File: src/rtl/rotate_pkg.sv
// rtl/rotate_pkg.sv - shared states, constants and quarter-wave sine table for rotate_scheduler
package rotate_pkg;

  typedef enum logic [2:0] {
    S_IDLE,
    S_LOOKUP,
    S_MUL0,
    S_MUL1,
    S_MUL2,
    S_MUL3,
    S_DONE
  } state_e;

  localparam int SCALE_SHIFT = 12;
  localparam int ROUND_BIAS  = 2048;
  localparam int ANGLE_HALF  = 180;
  localparam int LOOKUP_STEP = 4;
  localparam int TRIG_W      = 14;
  localparam int TRIG_MAG_W  = TRIG_W - 1;

  // round(4096 * sin(deg)) for even degrees 0..90; odd inputs never occur
  function automatic logic [TRIG_MAG_W-1:0] sin_even(input logic [6:0] deg);
    logic [TRIG_MAG_W-1:0] m;
    case (deg)
      7'd0:  m = 13'd0;    7'd2:  m = 13'd143;  7'd4:  m = 13'd286;  7'd6:  m = 13'd428;
      7'd8:  m = 13'd570;  7'd10: m = 13'd711;  7'd12: m = 13'd852;  7'd14: m = 13'd991;
      7'd16: m = 13'd1129; 7'd18: m = 13'd1266; 7'd20: m = 13'd1401; 7'd22: m = 13'd1534;
      7'd24: m = 13'd1666; 7'd26: m = 13'd1796; 7'd28: m = 13'd1923; 7'd30: m = 13'd2048;
      7'd32: m = 13'd2171; 7'd34: m = 13'd2290; 7'd36: m = 13'd2408; 7'd38: m = 13'd2522;
      7'd40: m = 13'd2633; 7'd42: m = 13'd2741; 7'd44: m = 13'd2845; 7'd46: m = 13'd2946;
      7'd48: m = 13'd3044; 7'd50: m = 13'd3138; 7'd52: m = 13'd3228; 7'd54: m = 13'd3314;
      7'd56: m = 13'd3396; 7'd58: m = 13'd3474; 7'd60: m = 13'd3547; 7'd62: m = 13'd3617;
      7'd64: m = 13'd3681; 7'd66: m = 13'd3742; 7'd68: m = 13'd3798; 7'd70: m = 13'd3849;
      7'd72: m = 13'd3896; 7'd74: m = 13'd3937; 7'd76: m = 13'd3974; 7'd78: m = 13'd4006;
      7'd80: m = 13'd4034; 7'd82: m = 13'd4056; 7'd84: m = 13'd4074; 7'd86: m = 13'd4086;
      7'd88: m = 13'd4094; 7'd90: m = 13'd4096;
      default: m = 13'd0;
    endcase
    return m;
  endfunction

endpackage

File: src/rtl/rotate_cos_lut.sv
// rtl/rotate_cos_lut.sv - cosine magnitude/sign for a folded angle in 0..176 degrees
module rotate_cos_lut
  import rotate_pkg::*;
(
  input  logic [7:0]            angle_i,
  output logic [TRIG_MAG_W-1:0] mag_o,
  output logic                  neg_o
);

  logic [6:0] d;

  // cos(a) = sin(90-a) below 90 degrees, -sin(a-90) above
  always_comb begin
    d     = (angle_i <= 8'd90) ? 7'(8'd90 - angle_i) : 7'(angle_i - 8'd90);
    mag_o = sin_even(d);
    neg_o = (angle_i > 8'd90);
  end

endmodule

File: src/rtl/rotate_rr_arbiter.sv
// rtl/rotate_rr_arbiter.sv - combinational round-robin grant starting at rr_ptr
module rotate_rr_arbiter #(
  parameter int N_REQ = 4
) (
  input  logic [N_REQ-1:0] req_valid_i,
  input  logic [2:0]       rr_ptr_i,
  input  logic             enable_i,
  output logic [N_REQ-1:0] grant_o,
  output logic [2:0]       grant_idx_o
);

  int   idx;
  logic found;

  // Scan requesters in circular order from rr_ptr; the first valid one wins
  always_comb begin
    grant_o     = '0;
    grant_idx_o = '0;
    found       = 1'b0;
    idx         = 0;
    for (int off = 0; off < N_REQ; off++) begin
      idx = int'(rr_ptr_i) + off;
      if (idx >= N_REQ) idx = idx - N_REQ;
      for (int i = 0; i < N_REQ; i++) begin
        if (enable_i && !found && (i == idx) && req_valid_i[i]) begin
          grant_o[i]  = 1'b1;
          grant_idx_o = 3'(i);
          found       = 1'b1;
        end
      end
    end
  end

endmodule

File: src/rtl/rotate_sin_lut.sv
// rtl/rotate_sin_lut.sv - sine magnitude/sign for a folded angle in 0..176 degrees
module rotate_sin_lut
  import rotate_pkg::*;
(
  input  logic [7:0]            angle_i,
  output logic [TRIG_MAG_W-1:0] mag_o,
  output logic                  neg_o
);

  logic [6:0] d;

  // sin is symmetric about 90 degrees and non-negative over 0..180
  always_comb begin
    d     = (angle_i <= 8'd90) ? 7'(angle_i) : 7'(8'(ANGLE_HALF) - angle_i);
    mag_o = sin_even(d);
    neg_o = 1'b0;
  end

endmodule

File: src/rtl/rotate_scheduler.sv
// rtl/rotate_scheduler.sv - shared trig/multiplier point rotator; ROTATE_ROUNDING_EN selects round-half-up
module rotate_scheduler #(
  parameter int N_REQ   = 4,
  parameter int COORD_W = 11
) (
  input  logic                       clk,
  input  logic                       reset,
  input  logic [N_REQ-1:0]           req_valid,
  output logic [N_REQ-1:0]           req_ready,
  input  logic [N_REQ*COORD_W-1:0]   req_x,
  input  logic [N_REQ*COORD_W-1:0]   req_y,
  input  logic [N_REQ*8-1:0]         req_angle,
  output logic                       out_valid,
  input  logic                       out_ready,
  output logic signed [COORD_W-1:0]  out_x,
  output logic signed [COORD_W-1:0]  out_y,
  output logic [2:0]                 out_id,
  output logic                       busy
);
  import rotate_pkg::*;

  localparam int ACC_W     = COORD_W + 15;
  localparam int SAT_MAX_I = (1 << (COORD_W - 1)) - 1;
  localparam logic signed [ACC_W-1:0] SAT_MAX = ACC_W'(SAT_MAX_I);
  localparam logic signed [ACC_W-1:0] SAT_MIN = ACC_W'(-SAT_MAX_I - 1);

  state_e                     state_q, state_d;
  logic [2:0]                 rr_ptr_q, id_q, out_id_q;
  logic signed [COORD_W-1:0]  x_q, y_q, out_x_q, out_y_q;
  logic [7:0]                 ang_q;
  logic                       neg_q;
  logic signed [TRIG_W-1:0]   sin_q, cos_q, sin_val, cos_val;
  logic signed [ACC_W-1:0]    acc_x_q, acc_y_q;

  logic [N_REQ-1:0]           grant;
  logic [2:0]                 grant_idx;
  logic                       accept;
  logic signed [COORD_W-1:0]  sel_x, sel_y, mul_a;
  logic [7:0]                 sel_ang, fold_a;
  logic                       fold_neg;
  logic [TRIG_MAG_W-1:0]      sin_mag, cos_mag;
  logic                       sin_neg, cos_neg;
  logic signed [TRIG_W-1:0]   mul_b;
  logic signed [ACC_W-1:0]    mul_a_ext, mul_b_ext, prod;

  // Scale down by 4096 (optionally rounding) and clamp to the coordinate range
  function automatic logic signed [COORD_W-1:0] scale_sat(input logic signed [ACC_W-1:0] acc);
    logic signed [ACC_W-1:0] sh;
`ifdef ROTATE_ROUNDING_EN
    sh = (acc + ACC_W'(ROUND_BIAS)) >>> SCALE_SHIFT;
`else
    sh = acc >>> SCALE_SHIFT;
`endif
    if (sh > SAT_MAX) return COORD_W'(SAT_MAX);
    if (sh < SAT_MIN) return COORD_W'(SAT_MIN);
    return COORD_W'(sh);
  endfunction

  // Grants only in IDLE and never while reset is held
  rotate_rr_arbiter #(.N_REQ(N_REQ)) u_arb (
    .req_valid_i (req_valid),
    .rr_ptr_i    (rr_ptr_q),
    .enable_i    ((state_q == S_IDLE) && !reset),
    .grant_o     (grant),
    .grant_idx_o (grant_idx)
  );

  rotate_sin_lut u_sin (.angle_i(ang_q), .mag_o(sin_mag), .neg_o(sin_neg));
  rotate_cos_lut u_cos (.angle_i(ang_q), .mag_o(cos_mag), .neg_o(cos_neg));

  assign accept    = |grant;
  assign req_ready = grant;
  assign out_valid = (state_q == S_DONE);
  assign busy      = (state_q != S_IDLE);
  assign out_x     = out_x_q;
  assign out_y     = out_y_q;
  assign out_id    = out_id_q;

  // Route the winner's request fields and fold its angle into 0..176 in 4-degree steps
  always_comb begin
    sel_x   = '0;
    sel_y   = '0;
    sel_ang = '0;
    for (int i = 0; i < N_REQ; i++) begin
      if (grant[i]) begin
        sel_x   = req_x[i*COORD_W +: COORD_W];
        sel_y   = req_y[i*COORD_W +: COORD_W];
        sel_ang = req_angle[i*8 +: 8];
      end
    end
    fold_neg = (sel_ang >= 8'(ANGLE_HALF));
    fold_a   = (fold_neg ? sel_ang - 8'(ANGLE_HALF) : sel_ang) & ~8'(LOOKUP_STEP - 1);
  end

  // Apply table sign and the 180-degree half-turn sign, then pick multiplier operands by step
  always_comb begin
    sin_val   = (sin_neg ^ neg_q) ? -$signed({1'b0, sin_mag}) : $signed({1'b0, sin_mag});
    cos_val   = (cos_neg ^ neg_q) ? -$signed({1'b0, cos_mag}) : $signed({1'b0, cos_mag});
    mul_a     = (state_q == S_MUL0 || state_q == S_MUL2) ? x_q : y_q;
    mul_b     = (state_q == S_MUL0 || state_q == S_MUL3) ? cos_q : sin_q;
    mul_a_ext = ACC_W'(mul_a);
    mul_b_ext = ACC_W'(mul_b);
    prod      = mul_a_ext * mul_b_ext;
  end

  // Next-state sequencing: one lookup, four multiply steps, then hold until consumed
  always_comb begin
    state_d = state_q;
    unique case (state_q)
      S_IDLE:   if (accept) state_d = S_LOOKUP;
      S_LOOKUP: state_d = S_MUL0;
      S_MUL0:   state_d = S_MUL1;
      S_MUL1:   state_d = S_MUL2;
      S_MUL2:   state_d = S_MUL3;
      S_MUL3:   state_d = S_DONE;
      S_DONE:   if (out_ready) state_d = S_IDLE;
      default:  state_d = S_IDLE;
    endcase
  end

  // State register
  always_ff @(posedge clk or posedge reset) begin
    if (reset) state_q <= S_IDLE;
    else       state_q <= state_d;
  end

  // Request capture, trig registers, accumulators and result registers
  always_ff @(posedge clk or posedge reset) begin
    if (reset) begin
      rr_ptr_q <= '0;
      id_q     <= '0;
      x_q      <= '0;
      y_q      <= '0;
      ang_q    <= '0;
      neg_q    <= 1'b0;
      sin_q    <= '0;
      cos_q    <= '0;
      acc_x_q  <= '0;
      acc_y_q  <= '0;
      out_x_q  <= '0;
      out_y_q  <= '0;
      out_id_q <= '0;
    end else begin
      if (accept) begin
        x_q      <= sel_x;
        y_q      <= sel_y;
        ang_q    <= fold_a;
        neg_q    <= fold_neg;
        id_q     <= grant_idx;
        rr_ptr_q <= (grant_idx == 3'(N_REQ - 1)) ? 3'd0 : grant_idx + 3'd1;
      end
      case (state_q)
        S_LOOKUP: begin
          sin_q <= sin_val;
          cos_q <= cos_val;
        end
        S_MUL0: acc_x_q <= prod;
        S_MUL1: acc_x_q <= acc_x_q - prod;
        S_MUL2: acc_y_q <= prod;
        S_MUL3: begin
          acc_y_q  <= acc_y_q + prod;
          out_x_q  <= scale_sat(acc_x_q);
          out_y_q  <= scale_sat(acc_y_q + prod);
          out_id_q <= id_q;
        end
        default: ;
      endcase
    end
  end

endmodule

File: config.mk
export PLATFORM = sky130hd
export DESIGN_NAME = rotate_scheduler
export DESIGN_NICKNAME = d
export VERILOG_FILES = /design/src/rtl/rotate_pkg.sv /design/src/rtl/rotate_cos_lut.sv /design/src/rtl/rotate_rr_arbiter.sv /design/src/rtl/rotate_sin_lut.sv /design/src/rtl/rotate_scheduler.sv
export SDC_FILE = /design/constraint.sdc
export NUM_CORES = 1
export LEC_CHECK = 0
export CAP_MARGIN = 0
export CORE_MARGIN = 2
export CORE_UTILIZATION = 54
export DETAILED_ROUTE_END_ITERATION = 10
export PLACE_DENSITY = 0.79
export SETUP_SLACK_MARGIN = 0.2
export SYNTH_ARGS = -nofsm -noshare
export SYNTH_HDL_FRONTEND = slang
export SYNTH_SLANG_ARGS = --single-unit
File: constraint.sdc
create_clock -name clk -period 9.05 [get_ports clk]
set_input_delay 1.3575 -clock clk [delete_from_list [all_inputs] [get_ports clk]]
set_output_delay 1.3575 -clock clk [all_outputs]
set_load 0.05 [all_outputs]
### After elaboration in Yosys (flattened, before gate mapping)

Memory sizes are Yosys's and may differ from the RTL's.
Index checks and enable logic that the tools add are counted.

| word-level totals | value |
|---|---|
| memory bits (read-only) | 3328 |
| output and inout bits | 31 |
| input bits | 127 |
| logic and storage cells | 234 |
| memories | 2 |
| flip-flop bits (word level) | 143 |

| operators by class | value |
|---|---|
| order comparisons | 11 |
| muxes and demuxes | 92 |
| bitwise operators | 1 |
| reduce and logical (&&, ||, !) cells | 76 |
| $mul | 1 |
| add/sub/neg operators | 16 |
| equality and inequality tests | 21 |

Memories:

| name | depth | bits a word | rd ports | clocked after Yosys merged registers in | wr ports | RTL line | source |
|---|---|---|---|---|---|---|---|
| (name not given) | 128 | 13 | 1 | 0 | 0 | rotate_pkg.sv:24 | `case (deg)` |
| (name not given) | 128 | 13 | 1 | 0 | 0 | rotate_pkg.sv:24 |  |

Operator list:

| kind | number |
|---|---|
| 3-bit by 32-bit equality test with 1-bit output, first input constant | 8 |
| 11-bit 2-to-1 mux | 17 |
| 2-bit by 32-bit equality test with 1-bit output, first input constant | 4 |
| 32-bit logical NOT | 4 |
| 32-bit 2-to-1 mux | 4 |
| 26-bit case mux with 2 select lines | 2 |
| 32-bit by 4-bit >= comparator with 1-bit output, second input constant | 3 |
| 32-bit by 4-bit subtractor with 32-bit output, second input constant | 3 |
| 1-bit logical AND | 48 |
| 14-bit 2-to-1 mux | 3 |
| 1-bit 2-to-1 mux | 41 |
| 8-bit 2-to-1 mux | 5 |
| 14-bit by 11-bit greater-than comparator with 1-bit output, second input constant | 2 |
| 14-bit by 11-bit < comparator with 1-bit output, second input constant | 2 |
| 2-bit 2-to-1 mux | 14 |
| 13-bit negator with 14-bit output | 2 |
| 26-bit by 25-bit adder with 26-bit output | 1 |
| 26-bit by 25-bit subtractor with 26-bit output | 1 |
| 11-bit by 14-bit multiplier with 25-bit output | 1 |
| 3-bit case mux with 7 select lines | 1 |
| 1-bit logical NOT | 16 |
| 7-bit 2-to-1 mux | 2 |
| 3-bit by 2-bit equality test with 1-bit output, second input constant | 3 |
| 3-bit equality test, second input constant | 3 |
| 23 further kinds | 28 |

### Longest topological paths before layout

| depth | value |
|---|---|
| word-level depth | 84 |
| gate-level depth with buffers | 38 |
| mapped depth without buffers | 34 |

### By module

Synthesis repeated with hierarchy kept, for this count alone.

| unflattened totals | value |
|---|---|
| cell total of the unflattened synthesis | 2420 |
| area total of the unflattened synthesis | 19167.1 sq um |

Modules (own cells, without submodules):

| module | cells each | area an instance (sq um) | instances | sequential area each (sq um) |
|---|---|---|---|---|
| rotate_scheduler | 1889 | 15713.8 | 1 | 3578.4 |
| rotate_sin_lut | 271 | 1654.1 | 1 | 0.0 |
| rotate_cos_lut | 213 | 1486.4 | 1 | 0.0 |
| rotate_rr_arbiter | 47 | 312.8 | 1 | 0.0 |

### Worst setup path before layout

OpenSTA, ideal clock, no wires.

| timing | value |
|---|---|
| kind | register to register |
| start | reg state_q[2] |
| end | reg out_y_q[1], in the netlist out_y[1] |
| arrival | 9047 ps |
| setup time | 143 ps |
| buffers on the path | 4 |
| period minus slack after synthesis | 9190 ps |
| cell stages (with the launch flop) | 35 |
| required time | 8907 ps |
| path slack | -140 ps |
| cells stage by stage | dfrtp_1 clkbuf_1 nand2b_1 clkbuf_1 nor2_1 nor2_1 clkbuf_1 buf_2 mux2i_1 nand2_1 fa_1 inv_1 fa_1 fa_1 fa_1 fa_1 ha_1 a211o_1 a2111o_1 o21bai_1 a21oi_1 xor2_1 inv_1 ha_1 a21o_1 a21oi_1 inv_1 a21oi_1 o21ai_0 a211o_1 o31ai_1 xnor2_1 or2_2 o41ai_4 o22ai_1 |

| on the way | value |
|---|---|
| cells in the longest elaborated chain, start to end | 11 |
| elaborated cells between the ends (all ways) | 19 |
| those cells by class | 1 x add/sub; 1 x mul; 2 x order compare; 3 x eq/ne; 10 x mux; 2 x reduce/logical |

Ends and longest elaborated chain:

| element | RTL line | source |
|---|---|---|
| from (decl) | rotate_scheduler.sv:27 | `state_e state_q, state_d;` |
| from (signal assigned) | rotate_scheduler.sv:124 | `else state_q <= state_d;` |
| 3-bit by 2-bit equality test with 1-bit output, or another cell as far along | rotate_scheduler.sv:99, rotate_scheduler.sv:100 |  |
| 1-bit logical OR, on equally long branches | rotate_scheduler.sv:99, rotate_scheduler.sv:100 |  |
| 11-bit 2-to-1 mux or 14-bit 2-to-1 mux (tied branches) | rotate_scheduler.sv:99, rotate_scheduler.sv:100 |  |
| 11-bit by 14-bit multiplier with 25-bit output | rotate_scheduler.sv:103 | `prod = mul_a_ext * mul_b_ext;` |
| 26-bit by 25-bit adder with 26-bit output | rotate_scheduler.sv:163 | `out_y_q <= scale_sat(acc_y_q + prod);` |
| 14-bit by 11-bit < comparator with 1-bit output | rotate_scheduler.sv:55 | `if (sh < SAT_MIN) return COORD_W'(SAT_MIN);` |
| 1-bit 2-to-1 mux (2 in series) | rotate_scheduler.sv:55 |  |
| 1-bit 2-to-1 mux | rotate_scheduler.sv:152 | `case (state_q)` |
| 11-bit 2-to-1 mux | rotate_scheduler.sv:56 | `return COORD_W'(sh);` |
| 11-bit 2-to-1 mux | rotate_scheduler.sv:55 |  |
| to (signal assigned) | rotate_scheduler.sv:163 |  |
| to (decl) | rotate_scheduler.sv:29 | `logic signed [COORD_W-1:0] x_q, y_q, out_x_q, out_y_q;` |

Parallel ways exist; a longest one is shown, timed or not. The select of a mux whose other input is x is not followed.
A chain may end at the register's enable or synchronous reset.

### Final worst setup path

| timing | value |
|---|---|
| start | reg state_q[1] |
| end | reg out_y_q[7], in the netlist out_y[7] |

Same word-level chain as after synthesis.

==> flow_summary_export.csv <==
group,metric,value,unit
outcome,status,"completed",
synthesis,synth_top_family_by_area,"adder cells",
global_routing,busiest_layer,"met2",
synthesis,synth_compound_area_share,18.61,%
synthesis,yosysSeqAreaShare,21.48,%
clock_network,clock_latency,0.44,ns
sta,tightestPinTransition,0.9951,ns
synthesis,synth-async-reset-ratio,100.0,%
synthesis,synth_cells,1947,
global_routing,grt_pass1_vias,14600,
sta,maxSlewHeadroom,33.66,%
route,drt_iter0_markers,1197,
global_routing,grt_antenna_before_repair,0,
final_layout,synthToLayoutAreaGrowth,18.05,%
placement,dpl.hpwl,35.04,mm
synthesis,synth_xor_area_share,5.386,%
final_layout,post-route-util,64.78,%
sta,rsz0062_at_grt,"false",
placement,pre_cts_slack,0.2383,ns
run,max_cap_violations,0,
critical_path,required,9.35,ns
route,vias,14920,
global_routing,gr-usage-met1,35.48,%
route,wl_per_cell,18.15,um
sta,drv_slew,0,
clock_network,cts_sinks,140,
global_routing,grt_start_max_net_pins,76,
critical_path,critPathKind,"flip-flop to flip-flop",
floorplanning,core_area,29720,um^2
sta,min_period_over_period,95.58,%
critical_path,crit_family,"adder cells",
floorplanning,die_h,177.8,um
sta,max_freq,0.1156,GHz
synthesis,synthFlopType,"dfrtp_1",
clock_network,root_buffer,"clkbuf_16",
global_routing,gr-total-overflow,0,
final_layout,final_area,19250,um^2
final_layout,nNetsFinal,2492,
clock_network,numCtsBuffers,17,
critical_path,crit_path_top_delay_cell,"fa_1",
route,ant_nets,0,
critical_path,end_kind,"flip-flop",
critical_path,cpPeakStageDelay,0.57,ns
sta,period_minus_slack,8.650,ns
sta,setup_viol,0,
clock_network,cts_buffer_depth,2,
synthesis,muxShareOfSynthArea,3.721,%
synthesis,yosys_warnings,0,
route,postRouteWirelength,45.37,mm
route,drcViolationCount,0,
final_layout,antennaDiodeCount,0,
global_routing,met2_usage,50.63,%
placement,gp_congestion,0.9159,
min_path,hold_class,"flip-flop to flip-flop",
sta,finalHoldViolations,0,
critical_path,arrival,8.95,ns
synthesis,syn_area_per_cell,8.375,um^2
floorplanning,dieWidth,177.8,um
critical_path,critPathMostFrequentCell,"fa_1",
synthesis,synth_edf_count,0,
global_routing,grt_pass1_wl,72.22,mm
synthesis,synth-simple-area-share,17.00,%
placement,place_area,18400,um^2
clock_network,cts.reportedPaths.clkPinSlew,0.07,ns
sta,fin_skew,0.01097,ns
final_layout,drive_gt1_share,7.729,%
clock_network,cts_max_level,4,
floorplanning,num_rows,63,
critical_path,worst-path-max-fanout,8,
synthesis,synth-adder-area-share,27.47,%
floorplanning,start_util,54.87,%
synthesis,synth_area,16310,um^2
floorplanning,dieArea,31600,um^2
route,avgViaCountPerCell,5.970,
route,dr.pass1.iters,6,
synthesis,yosysUniqueCellTypes,84,
synthesis,syn_nets,2343,
sta,fin_setup_tns,0,ns
floorplanning,io_pins,158,
critical_path,cp-start-kind,"flip-flop",
placement,port_buffers,156,
critical_path,worstPathBufferInverterCount,7,
clock_network,cts_tree,"built",
sta,worst_slack,0.3996,ns
global_routing,grtUsageTotal,28.78,%
global_routing,met3_usage,3.899,%
synthesis,ys_ff_latch,140,
## Yosys cell counts, types with 4 or more instances
cell type | count | share of area [%]
and2_1 | 5 | 0.19
and3_1 | 7 | 0.27
clkbuf_1 | 77 | 1.8
buf_2 | 7 | 0.21
o2111ai_1 | 4 | 0.21
a31oi_1 | 18 | 0.69
nand2_1 | 300 | 6.9
inv_1 | 184 | 4.2
a221oi_1 | 4 | 0.21
o21bai_1 | 10 | 0.46
or2_2 | 10 | 0.38
a22oi_1 | 5 | 0.23
o21ai_1 | 6 | 0.18
a221o_1 | 4 | 0.25
xor2_1 | 34 | 1.8
xnor2_1 | 60 | 3.2
o21ai_0 | 137 | 4.2
a22o_1 | 7 | 0.38
o22ai_1 | 14 | 0.54
o31ai_1 | 12 | 0.55
nand4_1 | 6 | 0.23
or3_1 | 7 | 0.27
dfrtp_1 | 140 | 21
nand3_1 | 47 | 1.4
a211o_1 | 4 | 0.21
fa_1 | 147 | 18
a21oi_1 | 104 | 3.2
a222oi_1 | 26 | 1.6
nor2_1 | 183 | 4.2
a21boi_0 | 5 | 0.23
mux2i_1 | 37 | 2.3
mux2_2 | 21 | 1.5
nor3_1 | 28 | 0.86
a211oi_1 | 16 | 0.74
o21a_1 | 17 | 0.78
nand2b_1 | 17 | 0.65
a21o_1 | 30 | 1.4
nor2b_1 | 18 | 0.69
a31o_2 | 5 | 0.27
ha_1 | 122 | 9.4
## layout by cell type (no fill, tap or decap), types with 10 or more instances in the layout
cell,count
nor2_1,180
a21o_1,30
mux2_2,18
xnor2_1,57
fa_1,146
a211oi_1,14
dfrtp_1,139
nand3_1,47
nand2b_1,15
o21ai_0,136
ha_1,121
clkbuf_16,17
a21oi_1,102
a31oi_1,18
xor2_1,34
o22ai_1,14
buf_4,55
o31ai_1,11
o21bai_1,10
clkdlybuf4s50_1,156
mux2i_1,36
o21a_1,17
or2_2,10
nor3_1,27
nand2_1,300
a222oi_1,26
inv_1,183
nor2b_1,18
## path summary, 6_finish.rpt
| check | start | end | slack, ns | cells past startpoint |
|---|---|---|---|---|
| setup / recovery | state_q[1]$_DFFE_PP0P_ | out_y[7]$_DFFE_PP0N_ | 0.40 | 33 |
| hold / removal | out_x[3]$_DFFE_PP0N_ | out_x[3]$_DFFE_PP0N_ | 0.47 | 2 |
| setup reg to reg | state_q[1]$_DFFE_PP0P_ | out_y[7]$_DFFE_PP0N_ | 0.40 | 33 |
| hold reg to reg | out_x[3]$_DFFE_PP0N_ | out_x[3]$_DFFE_PP0N_ | 0.47 | 2 |
| max in group asynchronous | reset | acc_y_q[1]$_DFFE_PP0P_ | 6.23 | 3 |
| min in group asynchronous | reset | x_q[9]$_DFFE_PP0P_ | 1.39 | 2 |
## worst min-delay path: cells and delay by family, from the launching register on
| kind | cells | cell delay [ns] |
|---|---|---|
| AND/OR/NAND/NOR | 2 | 0.10 |
| flip-flops | 1 | 0.34 |
## cells by family (layout without fill, tap and decap cells)
family	after synthesis	after routing
xor gates and xnor gates	97	97
and+or+nand+nor	646	646
DFF	140	140
AOI/OAI and AO/OA	464	464
buffers and inverters	271	432
muxes	58	59
adders and majority gates	270	270
other	1	1
## repair_timing
action	4_1_cts	5_1_grt
endpoints found under the setup margin	0	18
hold buffers	0	0
resized for setup	0	30
buffers inserted	0	14
## final cells by class
type | count | area [um^2]
timing repair buffer | 216 | 2039
tap | 390 | 488.0
inverter | 184 | 695.7
clock buffer | 18 | 439.2
clock inverter | 14 | 146.4
multi-input combinational | 1537 | 11940
sequential | 140 | 3505
fill | 2369 | 10470
## per-layer routing
metal | wire length [um] | part of all wire, %
met3 | 2995 | 6.6
met4 | 1939 | 4.3
met1 | 18160 | 40
met2 | 22270 | 49
met5 | 0 | 0
## stage by stage
step / instances / hold WS (ns)
2_1_floorplan: 1947 / 0.4394
3_3_place_gp: 2451 / 0.4490
3_5_place_dp: 2451 / 0.4545
4_1_cts: 2483 / 0.4702
5_1_grt: 2499 / 0.4945
6_report: 2499 / 0.4651
## registers in the layout, summed over array words and instances (netlist names), 2 cells and up
register / count
id_q: 2
sin_q: 14
cos_q: 14
state_q: 3
out_x: 11
out_y: 11
acc_y_q: 26
y_q: 11
out_id: 2
rr_ptr_q: 2
ang_q: 6
x_q: 11
acc_x_q: 26
Power is not shown: default switching activity piles up to over one toggle a cycle in this logic, so the estimate is an artifact.
==> variant 1: new RTL, same flow settings <==
`N_REQ` is set to 4 in 2 places; all go to 5.
--- a/src/rtl/rotate_rr_arbiter.sv
+++ b/src/rtl/rotate_rr_arbiter.sv
@@ -1,6 +1,6 @@
 // rtl/rotate_rr_arbiter.sv - combinational round-robin grant starting at rr_ptr
 module rotate_rr_arbiter #(
-  parameter int N_REQ = 4
+  parameter int N_REQ = 5
 ) (
   input  logic [N_REQ-1:0] req_valid_i,
   input  logic [2:0]       rr_ptr_i,
--- a/src/rtl/rotate_scheduler.sv
+++ b/src/rtl/rotate_scheduler.sv
@@ -1,6 +1,6 @@
 // rtl/rotate_scheduler.sv - shared trig/multiplier point rotator; ROTATE_ROUNDING_EN selects round-half-up
 module rotate_scheduler #(
-  parameter int N_REQ   = 4,
+  parameter int N_REQ   = 5,
   parameter int COORD_W = 11
 ) (
   input  logic                       clk,
Ports: changed (5 resized); port bits go from 158 to 190. The function was not compared with the original's and may differ.
==> variant 1 against the unedited design <==
Synthesized cell count up 9.7%; cell count up 10%; routed wire length up 12%; critical path depth unchanged; sequential cell count up 3; setup slack better by 0.14 ns; area after synthesis up 11%; design area up 10%; highest routed layer unchanged.
Power is not shown: default switching activity piles up to over one toggle a cycle in this logic, so the estimate is an artifact.
==> variant 1: results (changes against the unedited design) <==
avgViaCountPerCell: 5.95  # -0.38%
yosysWarningCount: 0  # unchanged
layout.cells.non_filler: 2759  # +10%
worst_path_largest_cell_delay_ns: 0.55  # -0.02 ns
skew_ns: 0.0192  # +0.00820 ns
cts-root-buf: "clkbuf_16"
grt_max_degree: 78  # +2.6%
ys_seq_area_frac: 0.198  # -0.0168
ys_types: 113  # +35%
ys_top_cells_by_area: "dfrtp_1 (20%), fa_1 (16%), ha_1 (9.7%)"
dp_cells: 2715  # +11%
critical_path_arrival_ns: 8.84  # -0.11 ns
dr.pass1.iters: 8  # +2
grt_pass1_vias: 16300  # +12%
tightest_slew_ns: 1.09  # +0.0970 ns
hold_class: "flop to flop"
gp_congestion: 0.959  # +4.7%
portBuffers: 189  # +21%
pre_cts_ws_ns: -0.328  # -0.566 ns
drive_above_1_share: 0.0876  # +0.0103
grt_pass1_wl_um: 82400  # +14%
status: "completed"
diodes: 0  # unchanged
drt-initial-drc-count: 1329  # +11%
ys.flop_type: "dfrtp_1"
clkLatencyLatePin_ns: 0.46  # +0.02 ns
htree_levels: 4  # unchanged
reg_top3: "acc_x_q: 26 flops, acc_y_q: 26 flops"
grt_usage: 0.290  # +0.00196
cp_max_fo: 13  # +5
synth_nets: 2582  # +10%
grt_remaining_overflow: 0  # unchanged
dp_hpwl_um: 40400  # +15%
yosysTopAreaCellShare: 0.198  # -0.0168
synth_cells: 2136  # +9.7%
fillCellCount: 2727  # +15%
yosys-top-cells-count: "nand2_1 (280), inv_1 (205), nor2_1 (176)"
clock_path_buffers: 2  # unchanged
totalWireLength_um: 50800  # +12%
==> variant 1: kinds of logic after synthesis <==
kind of cell    Yosys count  synth area share
simple gates            707             0.186
compound gates          516             0.193
buf+inv                 303            0.0672
fa+ha+maj               288             0.261
flops                   143             0.198
xor+xnor                104            0.0504
mux                      75            0.0445
==> variant 1: layer usage <==
layer	global-route usage	wire length, µm	vias up
met4	0.144	2120	0
met1	0.365	21100	7931
met5	0	0	-
met3	0.0458	2820	121
met2	0.485	24800	606
li1	-	-	7750
==> variant 1: timing repair <==
action / CTS / global route
hold endpoints to repair: 0 / 0
resized for setup: 8 / 27
setup endpoints to repair: 13 / 19
buffers inserted: 0 / 12
pin swaps: 0 / 5
cloned: 0 / 1
==> variant 1: stage by stage <==
step	hold WS, ns	area (µm²)	setup TNS [ns]
after detailed placement	0.456	20400	-3.24
after global routing	0.493	21300	0
after floorplan	0.442	18100	0
after global placement	0.453	20400	0
final	0.463	21300	0
after CTS	0.469	21000	0
==> variant 1: path summary, 6_finish.rpt <==
| path | start | slack, ns | cells after the start | to |
|---|---|---|---|---|
| setup / recovery | state_q[2]$_DFFE_PP0P_ | 0.54 | 33 | acc_x_q[25]$_DFFE_PP0P_ |
| hold / removal | out_x[1]$_DFFE_PP0P_ | 0.46 | 2 | out_x[1]$_DFFE_PP0P_ |
| min in group asynchronous | reset | 1.51 | 2 | x_q[2]$_DFFE_PP0P_ |
| hold reg to reg | out_x[1]$_DFFE_PP0P_ | 0.46 | 2 | out_x[1]$_DFFE_PP0P_ |
| max in group asynchronous | reset | 6.09 | 3 | state_q[1]$_DFFE_PP0P_ |
| setup reg to reg | state_q[2]$_DFFE_PP0P_ | 0.54 | 33 | acc_x_q[25]$_DFFE_PP0P_ |
==> variant 1: area by class of cell <==
class / count / share of cell area
clock inverters: 10 / 0.00430
clock buffers: 21 / 0.0217
flip-flops and latches: 143 / 0.169
repair buffers: 246 / 0.111
well taps: 442 / 0.0260
inverters: 207 / 0.0368
multi-input cells: 1690 / 0.632
==> variant 1: critical path, delay by kind of cell (launching register included) <==
kind / cells / cell delay, ns
muxes: 2 / 0.59
AOI/OAI and AO/OA: 10 / 1.84
and+or+nand+nor: 8 / 1.53
adders and majority gates: 7 / 3.16
buffers and inverters: 5 / 0.53
DFF: 1 / 0.45
xor gates and xnor gates: 1 / 0.29
==> variant 2: new RTL, same settings <==
Made on the original files. Encoding of `state_e`: now one-hot (7 bits for 7 states).
--- a/src/rtl/rotate_pkg.sv
+++ b/src/rtl/rotate_pkg.sv
@@ -1,14 +1,14 @@
 // rtl/rotate_pkg.sv - shared states, constants and quarter-wave sine table for rotate_scheduler
 package rotate_pkg;
 
-  typedef enum logic [2:0] {
-    S_IDLE,
-    S_LOOKUP,
-    S_MUL0,
-    S_MUL1,
-    S_MUL2,
-    S_MUL3,
-    S_DONE
+  typedef enum logic [6:0] {
+    S_IDLE   = 7'b0000001,
+    S_LOOKUP = 7'b0000010,
+    S_MUL0   = 7'b0000100,
+    S_MUL1   = 7'b0001000,
+    S_MUL2   = 7'b0010000,
+    S_MUL3   = 7'b0100000,
+    S_DONE   = 7'b1000000
   } state_e;
 
   localparam int SCALE_SHIFT = 12;
Formal check against the unedited RTL: same outputs for any inputs over 4 cycles, from zero or initial values and one cycle with reset high; so few cycles prove little.
==> variant 2 against the unedited design <==
Routed wire length increased by 6.7%; non-clock buffer count increased by 85; sequential cell count increased by 4; design area increased by 6.3%; area after synthesis increased by 0.51%; clock skew increased by 0.0047 ns; die area increased by 0.50%; setup slack got worse by 0.26 ns.
Power is left out: the tool's default activity adds up to more than one toggle a clock period on the data nets, which glitch-free logic cannot reach.
==> variant 2: results (changes against the unedited design) <==
grt_max_degree: 75  # -1.3%
gr-usage-met2: 0.529  # +0.0228
crit_path_start_kind: "flop"
top_layer_used: "met4"
wl_met1_um: 19500  # +7.3%
min_delay_worst_endpoint: "out_x[0]$_DFFE_PP0N_"
grt_pass1_wl_um: 77500  # +7.3%
layout.cells.non_filler: 2544  # +1.8%
dp_hpwl_um: 37200  # +6.3%
worst_path_largest_cell_delay_ns: 0.54  # -0.03 ns
pre_cts_ws_ns: -0.152  # -0.390 ns
grt_pass1_vias: 15400  # +5.7%
final_util: 0.686  # +0.0387
synth-xor-area-share: 0.0573  # +0.00339
avgViaCountPerCell: 6.04  # +1.1%
hold_slack_ns: 0.464  # -0.00135 ns
ff2ff_setup_slack_ns: 0.13  # -0.26 ns
ys_seq_area_frac: 0.220  # +0.00510
routed-wl-met2_um: 23400  # +4.9%
placed_area_um2: 19100  # +4.1%
yosys-top-cells-count: "nand2_1 (229), inv_1 (197), nor2_1 (164)"
skew_ns: 0.0156  # +0.00467 ns
synth_mux_area_frac: 0.0336  # -0.00362
ys_types: 86  # +2.4%
critical_path_arrival_ns: 9.25  # +0.30 ns
met3_usage: 0.0482  # +0.00918
grt_usage: 0.310  # +0.0217
rr_startpoint: "state_q[3]$_DFFE_PP0P_"
gp_congestion: 0.991  # +8.2%
grt_use_met1: 0.392  # +0.0369
syn_area_per_cell_um2: 8.65  # +3.3%
worstReg2RegEnd: "out_y[6]$_DFFE_PP0N_"
wl_met3_um: 3530  # +18%
dr.pass1.iters: 5  # -1
ys_top_cells_by_area: "dfrtp_1 (22%), fa_1 (18%), ha_1 (9.2%)"
synth_nets: 2289  # -2.3%
synth_compound_area_frac: 0.199  # +0.0129
synthAdderAreaFrac: 0.272  # -0.00276
fillCellCount: 2248  # -5.1%
rr_worst_depth: 37  # +12%
min-delay-start: "out_x[0]$_DFFE_PP0N_"
status: "completed"
tightest_slew_ns: 1.38  # +0.383 ns
totalWireLength_um: 48400  # +6.7%
drt-initial-drc-count: 1206  # +0.75%
drive_above_1_share: 0.146  # +0.0685
## variant 2: timing repair
| action | CTS | global route |
|---|---|---|
| resized for setup | 50 | 49 |
| buffers inserted | 22 | 11 |
| pin swaps | 37 | 29 |
| setup endpoints to repair | 14 | 20 |
| cloned | 2 | 0 |
## variant 2: worst max path at each step
stage | end | slack [ns] | cells after the start
3_3_place_gp | out_y[5]$_DFFE_PP0N_ | 0.11 | 35
5_1_grt | out_y[6]$_DFFE_PP0N_ | -0.18 | 35
3_5_place_dp | out_y[3]$_DFFE_PP0N_ | -0.15 | 32
4_1_cts | out_y[5]$_DFFE_PP0N_ | 0.19 | 35
2_1_floorplan | out_y[1]$_DFFE_PP0N_ | 0.21 | 38
6_report | out_y[6]$_DFFE_PP0N_ | 0.13 | 37
## variant 2: final cells by class
type                            instances  share of cell area
Timing Repair Buffer                  301               0.131
Sequential cell                       144               0.176
Tap cell                              390              0.0239
Inverter                              200              0.0369
Clock inverter                         14             0.00710
Multi-Input combinational cell       1477               0.604
Clock buffer                           18              0.0215
